## src/rtl/serial_add_pkg.sv

```systemverilog
// Shared definitions for the nibble-serial adder: FSM encoding and slice width.
package serial_add_pkg;

  localparam int NIBBLE = 4;

  typedef enum logic [1:0] {
    IDLE = 2'd0,
    ADD  = 2'd1,
    DONE = 2'd2
  } state_t;

endpackage

```

## src/rtl/add4_slice.sv

```systemverilog
// 4-bit ripple add slice built from per-bit full adders; purely combinational.
module add4_slice
  import serial_add_pkg::*;
(
  input  logic [NIBBLE-1:0] x,
  input  logic [NIBBLE-1:0] y,
  input  logic              ci,
  output logic [NIBBLE-1:0] s,
  output logic              co
);

  logic [NIBBLE:0] c;

  assign c[0] = ci;

  for (genvar i = 0; i < NIBBLE; i++) begin : g_fa
    assign s[i]   = x[i] ^ y[i] ^ c[i];
    assign c[i+1] = (x[i] & y[i]) | (c[i] & (x[i] ^ y[i]));
  end

  assign co = c[NIBBLE];

endmodule

```

## src/rtl/serial_add_ctrl.sv

```systemverilog
// Nibble-serial add/subtract unit: one 4-bit slice reused over NIB cycles,
// valid/ready handshakes on both sides.
module serial_add_ctrl
  import serial_add_pkg::*;
#(
  parameter int WIDTH = 16,
  parameter int NIB   = WIDTH / 4
) (
  input  logic             clk,
  input  logic             rst,
  input  logic             in_valid,
  output logic             in_ready,
  input  logic [WIDTH-1:0] in_a,
  input  logic [WIDTH-1:0] in_b,
  input  logic             in_cin,
  input  logic             in_sub,
  output logic             out_valid,
  input  logic             out_ready,
  output logic [WIDTH-1:0] out_sum,
  output logic             out_cout,
  output logic             out_ovf
);

  localparam int CW = (NIB > 1) ? $clog2(NIB) : 1;

  state_t            state, state_nx;
  logic [WIDTH-1:0]  a_q, b_q, sum_q;
  logic              carry_q, cout_q, ovf_q;
  logic [CW-1:0]     cnt_q;
  logic              accept, last_nib;
  logic [NIBBLE-1:0] x, y, s;
  logic              co, c_msb;

  assign accept   = in_valid && in_ready;
  assign last_nib = (cnt_q == CW'(NIB - 1));

  assign x = a_q[cnt_q*NIBBLE +: NIBBLE];
  assign y = b_q[cnt_q*NIBBLE +: NIBBLE];

  add4_slice u_slice (
    .x  (x),
    .y  (y),
    .ci (carry_q),
    .s  (s),
    .co (co)
  );

  // Carry into the top bit of the slice, recovered from its sum bit.
  assign c_msb = s[NIBBLE-1] ^ x[NIBBLE-1] ^ y[NIBBLE-1];

  always_ff @(posedge clk or posedge rst) begin
    if (rst) state <= IDLE;
    else     state <= state_nx;
  end

  always_comb begin
    state_nx  = state;
    in_ready  = 1'b0;
    out_valid = 1'b0;
    unique case (state)
      IDLE: begin
        in_ready = 1'b1;
        if (in_valid) state_nx = ADD;
      end
      ADD: begin
        if (last_nib) state_nx = DONE;
      end
      DONE: begin
        out_valid = 1'b1;
        if (out_ready) state_nx = IDLE;
      end
      default: state_nx = IDLE;
    endcase
  end

  // Operands are only meaningful after an accept, so they carry no reset.
  always_ff @(posedge clk) begin
    if (accept) begin
      a_q <= in_a;
      b_q <= in_sub ? ~in_b : in_b;
    end
  end

  always_ff @(posedge clk or posedge rst) begin
    if (rst) begin
      carry_q <= 1'b0;
      cnt_q   <= '0;
      sum_q   <= '0;
      cout_q  <= 1'b0;
      ovf_q   <= 1'b0;
    end else if (accept) begin
      carry_q <= in_sub ? 1'b1 : in_cin;
      cnt_q   <= '0;
    end else if (state == ADD) begin
      sum_q[cnt_q*NIBBLE +: NIBBLE] <= s;
      carry_q <= co;
      if (last_nib) begin
        cout_q <= co;
        ovf_q  <= co ^ c_msb;
      end else begin
        cnt_q <= cnt_q + 1'b1;
      end
    end
  end

  assign out_sum  = sum_q;
  assign out_cout = cout_q;
  assign out_ovf  = ovf_q;

endmodule

```

## config.mk

```make
export PLATFORM = sky130hd
export DESIGN_NAME = serial_add_ctrl
export DESIGN_NICKNAME = d
export VERILOG_FILES = /design/src/rtl/serial_add_pkg.sv /design/src/rtl/add4_slice.sv /design/src/rtl/serial_add_ctrl.sv
export SDC_FILE = /design/constraint.sdc
export NUM_CORES = 1
export LEC_CHECK = 0
export CAP_MARGIN = 20
export CORE_UTILIZATION = 45
export DETAILED_ROUTE_END_ITERATION = 12
export PLACE_DENSITY = 0.76
export SLEW_MARGIN = 20
export SYNTH_ARGS = -nofsm -noshare
export SYNTH_HDL_FRONTEND = slang
export SYNTH_SLANG_ARGS = --single-unit
```

## constraint.sdc

```tcl
create_clock -name clk -period 3.55 [get_ports clk]
set_input_delay 0.71 -clock clk [delete_from_list [all_inputs] [get_ports clk]]
set_output_delay 0.71 -clock clk [all_outputs]
set_load 0.1 [all_outputs]
```

# Word level (Yosys, flattened, before mapping)
# Index checks and enable logic that the tools add are counted.
# op_classes
n_mux	14
n_bitwise	25
n_addsub	2
n_eq_ne	7
reduce_logical	7
n_shift	4
# ops
op	count
$neg A4 Y34	1
$shift A4 B34 Y16 const A	1
$shiftx A4 B34 Y16	1
$shiftx A16 B5 Y4	2
$bwmux W16	1
$mux W16	1
$not A16 Y16	1
$mux W2	6
$xor A1 B1 Y1	11
$and A1 B1 Y1	8
$ne A2 B2 Y1 const B	4
$pmux W2 S3	1
$reduce_and A3 Y1	2
$mux W1	5
$eq A2 B2 Y1 const B	2
$or A1 B1 Y1	4
$reduce_and A2 Y1	2
$add A2 B1 Y2 const B	1
$eq A2 B1 Y1 const B	1
$logic_not A2 Y1	1
$reduce_bool A2 Y1	1
$logic_and A1 B1 Y1	1
$not A1 Y1	1
# word_totals
word_cells	67
out_inout_bits	20
register_bits	55

# Longest topological paths before layout
# Gate-level depths: netlist (run 1).
# depth
word_depth	12
depth_mapped	11
depth_no_buf	10

# Hierarchy
# From an unflattened synthesis (run 1), not the netlist that was laid out.
# unflattened
cells_unflattened	173
area_unflattened_um2	2519.9
# modules_own_cells
mod	area_each_um2	cells_each	n_inst	seq_area_each_um2
serial_add_ctrl	2402.3	159	1	1536.5
add4_slice	117.6	14	1	0.0

# Worst setup path before layout (run 1)
# Ideal clock, no wire load.
# synth_timing
path_kind	register to register
startpoint	register cnt_q[0]
endpoint	register ovf_q, in the netlist out_ovf
setup_time_ns	0.076
arrival_ns	3.280
path_slack_ns	0.194
period_less_slack_ns	3.356
path_stages_with_launch	12
path_cell_list	dfrtp_1 buf_2 mux4_2 inv_1 fa_1 fa_1 inv_1 fa_1 fa_1 xor2_1 xnor3_1 o21ai_1
# synth_between
elab_chain_len	12
elab_cells_between_ends	24
# synth_rtl
item	line_no	source
from (decl)	serial_add_ctrl.sv:29	logic [CW-1:0] cnt_q;
from (signal assigned)	serial_add_ctrl.sv:101	cnt_q <= cnt_q + 1'b1;
$shiftx A16 B5 Y4 (on tied branches)	serial_add_ctrl.sv:37, serial_add_ctrl.sv:38	
$xor A1 B1 Y1	add4_slice.sv:18	assign c[i+1] = (x[i] & y[i]) | (c[i] & (x[i] ^ y[i]));
$and A1 B1 Y1	add4_slice.sv:18	
$or A1 B1 Y1	add4_slice.sv:18	
$and A1 B1 Y1	add4_slice.sv:18	
$or A1 B1 Y1	add4_slice.sv:18	
$and A1 B1 Y1	add4_slice.sv:18	
$or A1 B1 Y1	add4_slice.sv:18	
$xor A1 B1 Y1	add4_slice.sv:17	assign s[i] = x[i] ^ y[i] ^ c[i];
$xor A1 B1 Y1 (2 in series)	serial_add_ctrl.sv:49	assign c_msb = s[NIBBLE-1] ^ x[NIBBLE-1] ^ y[NIBBLE-1];
$xor A1 B1 Y1	serial_add_ctrl.sv:99	ovf_q <= co ^ c_msb;
to (signal assigned)	serial_add_ctrl.sv:99	
to (decl)	serial_add_ctrl.sv:28	logic carry_q, cout_q, ovf_q;
# Several ways; a longest one is shown, not always the timed one.
# A chain may end at the register's enable or synchronous reset.

# Final worst setup path (run 1)
# Ends and elaborated chain as after synthesis.

==> results of run 1 <==
==> report_power, final <==
group,internal (uW),switching [uW]
combinational,667,1140
clock,138,193
sequential,858,108
==> per-layer routing <==
metal  up-vias  routed length, um  track usage
met1       713               1802       0.1972
met3         6                207      0.03713
li1        719                  -            -
met4         0                 53      0.04615
met2        56               2246       0.2820
met5         -                  0            0
==> layout make-up <==
type                       count  area, um2  area share
multi-input combinational     88      869.6      0.2695
tap                           70      87.58     0.02714
sequential                    55       1536      0.4762
inverter                      12      45.04     0.01396
clock inverter                 2      12.51    0.003877
clock buffer                   6      72.57     0.02249
timing repair buffer          62      603.1      0.1869
==> per-stage QoR <==
| stage | setup slack [ps] | power (uW) |
|---|---|---|
| CTS | 223.7 | 3132 |
| finish | 268.1 | 3107 |
| global placement | 335.7 | 2771 |
| detailed placement | 249.0 | 2807 |
| floorplan | 193.9 | 2355 |
| global route | 62.29 | 3279 |
==> cells by family (layout without fill, tap and decap cells) <==
group | count (synthesis) | after routing | share of synthesized area
AO/OA/AOI/OAI | 26 | 26 | 0.08224
XOR/XNOR | 18 | 18 | 0.06912
adder cells (fa/ha/maj) | 10 | 10 | 0.06256
buffers and inverters | 18 | 82 | 0.02976
flip-flops | 55 | 55 | 0.6196
multiplexers | 10 | 10 | 0.08325
AND/OR/NAND/NOR | 24 | 24 | 0.05349
==> registers in the layout (all words and copies together) (netlist names) <==
| register | flops |
|---|---|
| out_ovf | 1 |
| b_q | 16 |
| cnt_q | 2 |
| out_sum | 16 |
| carry_q | 1 |
| out_cout | 1 |
| a_q | 16 |
| state | 2 |
==> tightest hold or removal path, delay by kind of cell (launching register included) <==
family / cells / cell delay [ps]
DFF: 1 / 360
AOI/OAI and AO/OA: 1 / 60
and+or+nand+nor: 1 / 50
==> cells in the mapped netlist <==
library cell / n / area [um2]
xor2_1: 17 / 148.9
nor3_1: 4 / 20.02
o21a_1: 1 / 7.510
ha_1: 6 / 75.07
mux4_1: 1 / 26.28
nand2b_1: 3 / 18.77
a21oi_1: 3 / 15.01
nor3b_1: 1 / 7.510
xnor3_1: 1 / 22.52
inv_1: 12 / 45.04
mux2_2: 2 / 22.52
or3_1: 1 / 6.260
nand2_1: 5 / 18.77
mux4_2: 7 / 157.7
nor4_1: 1 / 6.260
dfrtp_1: 23 / 575.6
o21ai_0: 1 / 5.000
o31ai_1: 2 / 15.01
o21ai_1: 1 / 5.000
nand3b_1: 5 / 37.54
and2_1: 1 / 6.260
o41ai_1: 2 / 17.52
fa_1: 4 / 80.08
o21bai_1: 1 / 7.510
clkbuf_1: 1 / 3.750
edfxtp_1: 32 / 960.9
buf_2: 5 / 25.02
a22o_1: 15 / 131.4
nor2_1: 3 / 11.26
==> worst paths after layout <==
check                            from     endpoint  slack [ps]  cells past startpoint
min in group asynchronous         rst  out_sum[15]         880                      2
max in group asynchronous         rst  out_sum[10]        2150                      2
setup / recovery             cnt_q[0]      out_ovf         270                     10
hold / removal             out_sum[8]   out_sum[8]         500                      2
hold reg to reg            out_sum[8]   out_sum[8]         500                      2
setup reg to reg             cnt_q[0]      out_ovf         270                     10
==> flow_summary.toml, run 1 <==
[clocking]
cts_hold_buffers = 0
path_clk_slew_ps = 90
cts_setup_buffers = 0
cts_buffer_depth = 2
cts_tree = "built"
cts_buffers = 5
numClockSinks = 55
cts_resized = 0
clockRootBuffer = "clkbuf_8"
clock_latency_ps = 310
htreeDepth = 2

[die]
fp.dieH_um = 76.24
start_util = 0.4764
ios = 58
dieArea_um2 = 5812
fp.coreArea_um2 = 5205
die_w_um = 76.24
row_count = 26

[final_layout]
stdcell_count = 295
finalInstanceArea_um2 = 3227
syn2layout_area_growth_pct = 30.12
layout_common_cells = "clkdlybuf4s50_1, edfxtp_1, dfrtp_1"
final_common_cell = "clkdlybuf4s50_1"
antennaDiodeCount = 0
final_util = 0.6200
nFillCells = 418
layout-drive-gt1-share = 0.09778
fin_nets = 272

[timing]
worst_pin_slew_ps = 967.2
hold_violations = 0
setup_tns_ps = 0
setup_viol = 0
timing.final.max_slew_violations = 0
skew_ps = 6.062
fmax_mhz = 304.7
period_minus_slack_ps = 3282
slew_headroom = 0.3532
holdWs_ps = 497.8
rsz0062_at_grt = "no"
fin_crit_sh = 0.9245

[global_route]
grt_usage = 0.1605
grt_pass1_wl_mm = 7.093
grt_overflow = 0
grt_pass1_vias = 1514
antenna_found_initial = 0
grt_max_degree = 33

[setup_path]
critPathRequiredTime_ps = 3790
critPathKind = "flop to flop"
cp-end-kind = "flop"
cp.arrival_ps = 3520
cp_top_family = "adder cells"
critPathSlowestCell = "fa_1"
crit_top_cell = "fa_1"
crit_chain = "buf_4 -> mux4_2 -> inv_1 -> fa_1 -> inv_1 -> fa_1 -> fa_1 -> xor2_1 -> xnor3_1 -> o21ai_1"
crit_fanout = 7
critPathMaxStageDelay_ps = 630
path_buf_inv = 3
start_kind = "flop"

[synth]
synth_cells = 161
ys_seq_area_frac = 0.6196
syn_area_um2 = 2480
synth_cell_types = 29
avgSynthCellArea_um2 = 15.40
mappedNetlistNets = 209
ys_warn_count = 0
synth_seq_cells = 55

[outcome]
outcome = "completed"

[detailed_routing]
ant_nets = 0
initialDrtViolationCount = 45
routed_wl_mm = 4.309
via_count = 1494
drt-vias-per-instance = 5.064
first_pass_iters = 4
drc_errors = 0
wire_per_inst_um = 14.61

[min_path]
hold_class = "flop to flop"

[place]
placed_cell_area_um2 = 3142
dp.cells = 287
port_buffers = 57
dp_hpwl_mm = 3.340
routabilityCongestion = 0.7551

[pwr]
ir_drop_v = 0.0004738
leakage_uw = 0.001282
pwr_density_cell_nw_per_um2 = 963.0

[run]
cap_violations = 0
Note: power is estimated with default switching activity, not from simulation.
==> run 2, diff against run 1 <==
- clock period: 3.55 -> 2.66 ns (I/O delays scaled with it)
==> run 2 against run 1 <==
Against the previous run:
- the run now ends with setup timing left
- register-to-register slack got worse by 550 ps
- sequential cell count did not move
- via count is 1.0% higher
- critical path depth stayed put
- die area stayed put
- core utilization is 0.94 points higher
- sequential power increased by 34%
- clock skew is essentially flat
- first-iteration DRC count grew 67%
- combinational power grew 44%
- largest power group unchanged
==> flow_summary.toml, run 2 (synthesis results as in run 1) <==
[outcome]
outcome = "finished, violations left"
violations = "setup timing"

[global_route]
grt_pass1_wl_mm = 7.410
grt_max_degree = 33
grt_overflow = 0
antenna_found_initial = 0
grt_usage = 0.1693
grt_pass1_vias = 1560

[timing]
hold_violations = 0
skew_ps = 6.163
setup_viol = 6
timing.final.max_slew_violations = 0
fmax_mhz = 340.5
fin_crit_sh = 1.104
layout_setup_ws_ps = -276.9
setup_tns_ps = -955.1
period_minus_slack_ps = 2937
rsz0062_at_grt = "yes"
slew_headroom = 0.6128
worst_pin_slew_ps = 575.4

[place]
dp_hpwl_mm = 3.428
port_buffers = 57
placed_cell_area_um2 = 3152
routabilityCongestion = 0.7710

[detailed_routing]
drt-vias-per-instance = 5.013
wire_per_inst_um = 14.81
via_count = 1509
routed_wl_mm = 4.457
first_pass_iters = 4
initialDrtViolationCount = 75
drc_errors = 0
ant_nets = 0

[final_layout]
final_util = 0.6293
layout_common_cells = "clkdlybuf4s50_1, edfxtp_1, buf_4"
layout-drive-gt1-share = 0.2468
nFillCells = 415
finalInstanceArea_um2 = 3276
fin_nets = 278
final_common_cell = "clkdlybuf4s50_1"
syn2layout_area_growth_pct = 32.09
antennaDiodeCount = 0

[pwr]
total_power_uw = 4431
ir_drop_v = 0.0006697
pwr_density_cell_nw_per_um2 = 1353
leakage_uw = 0.001352

[setup_path]
cp.arrival_ps = 3170
worst_r2r_endpoint = "out_ovf"
cp-end-kind = "flop"
r2r_slack_ps = -280
reg2reg_from = "cnt_q[0]"
critPathRequiredTime_ps = 2900
crit_fanout = 4
start_kind = "flop"
critPathKind = "flop to flop"
reg2reg_depth = 10

[clocking]
cts_hold_buffers = 0
cts_buffer_depth = 2
cts_tree = "built"
cts_buffers = 5
clock_latency_ps = 310
htreeDepth = 2
path_clk_slew_ps = 90
clockRootBuffer = "clkbuf_8"
numClockSinks = 55

[run]
cap_violations = 0

[min_path]
whs_endpoint = "out_sum[4]"
hold_class = "flop to flop"
hold_depth = 2
min_from = "out_sum[4]"

[die]
fp.dieH_um = 76.24
fp.coreArea_um2 = 5205
die_w_um = 76.24
ios = 58
dieArea_um2 = 5812
row_count = 26
start_util = 0.4764
[run 2: changes by cell type in the layout (fill, tap and decap cells not counted), moves of 2 or more]
cell and delta:
buf_4 +22, clkdlybuf4s50_1 -18, fa_2 +4, inv_2 +3, inv_1 -3, fa_1 -4
buf_6 +2
[run 2: what timing repair did]
item | CTS | global route
pin swaps | 3 | 1
gates resized for setup | 1 | 4
endpoints found under the hold margin | 0 | 0
setup endpoints to repair | 7 | 7
setup buffers | 1 | 1
[run 2: final cells by class]
type / instances / area (um2) / area share
Tap cell: 70 / 87.58 / 0.02674
Timing Repair Buffer: 68 / 610.6 / 0.1864
Inverter: 12 / 45.04 / 0.01375
Clock inverter: 1 / 30.03 / 0.009167
Clock buffer: 7 / 76.32 / 0.02330
Multi-Input combinational cell: 88 / 888.4 / 0.2712
Sequential cell: 55 / 1538 / 0.4694
[run 2: layer usage]
layer | GRT usage | vias up | share of wire
met5 | 0 | - | 0
met4 | 0.04615 | 0 | 0.012
met3 | 0.04671 | 5 | 0.061
met2 | 0.2937 | 57 | 0.51
met1 | 0.2075 | 718 | 0.41
li1 | - | 729 | -
[run 2: worst max path at each step]
stage	startpoint	end	slack, ps	depth (start not counted)
after global placement	cnt_q[0]	out_ovf	-200	10
after CTS	cnt_q[0]	out_ovf	-290	10
after detailed placement	cnt_q[0]	out_ovf	-290	10
after global routing	cnt_q[0]	out_ovf	-370	10
final	cnt_q[0]	out_ovf	-280	10
after floorplan	cnt_q[0]	out_ovf	-360	11
[run 2: worst max-delay path, stage by stage, from the launching register on]
cell and delay (ps):
dfrtp_2 420, mux4_2 510, inv_2 80, fa_2 210
fa_2 200, inv_2 40, fa_2 330, fa_2 560
xor2_1 170, xnor3_1 230, o21ai_1 120
[run 2: where the power goes]
group	switching [uW]	internal (uW)	total (uW)	leakage [uW]
logic	1620	985	2610	0.000702
clock network	254	282	536	0.0000524
registers	140	1150	1290	0.000597
total	2020	2410	4430	0.00135
[run 2: metrics by stage]
| step | worst slack, ps | hold WS [ps] | std cells |
|---|---|---|---|
| CTS | -289.9 | 498.1 | 301 |
| detailed placement | -289.7 | 476.9 | 292 |
| finish | -276.9 | 496.0 | 301 |
| global placement | -195.0 | 471.6 | 292 |
| floorplan | -357.4 | 533.9 | 161 |
| global route | -367.7 | 510.4 | 301 |
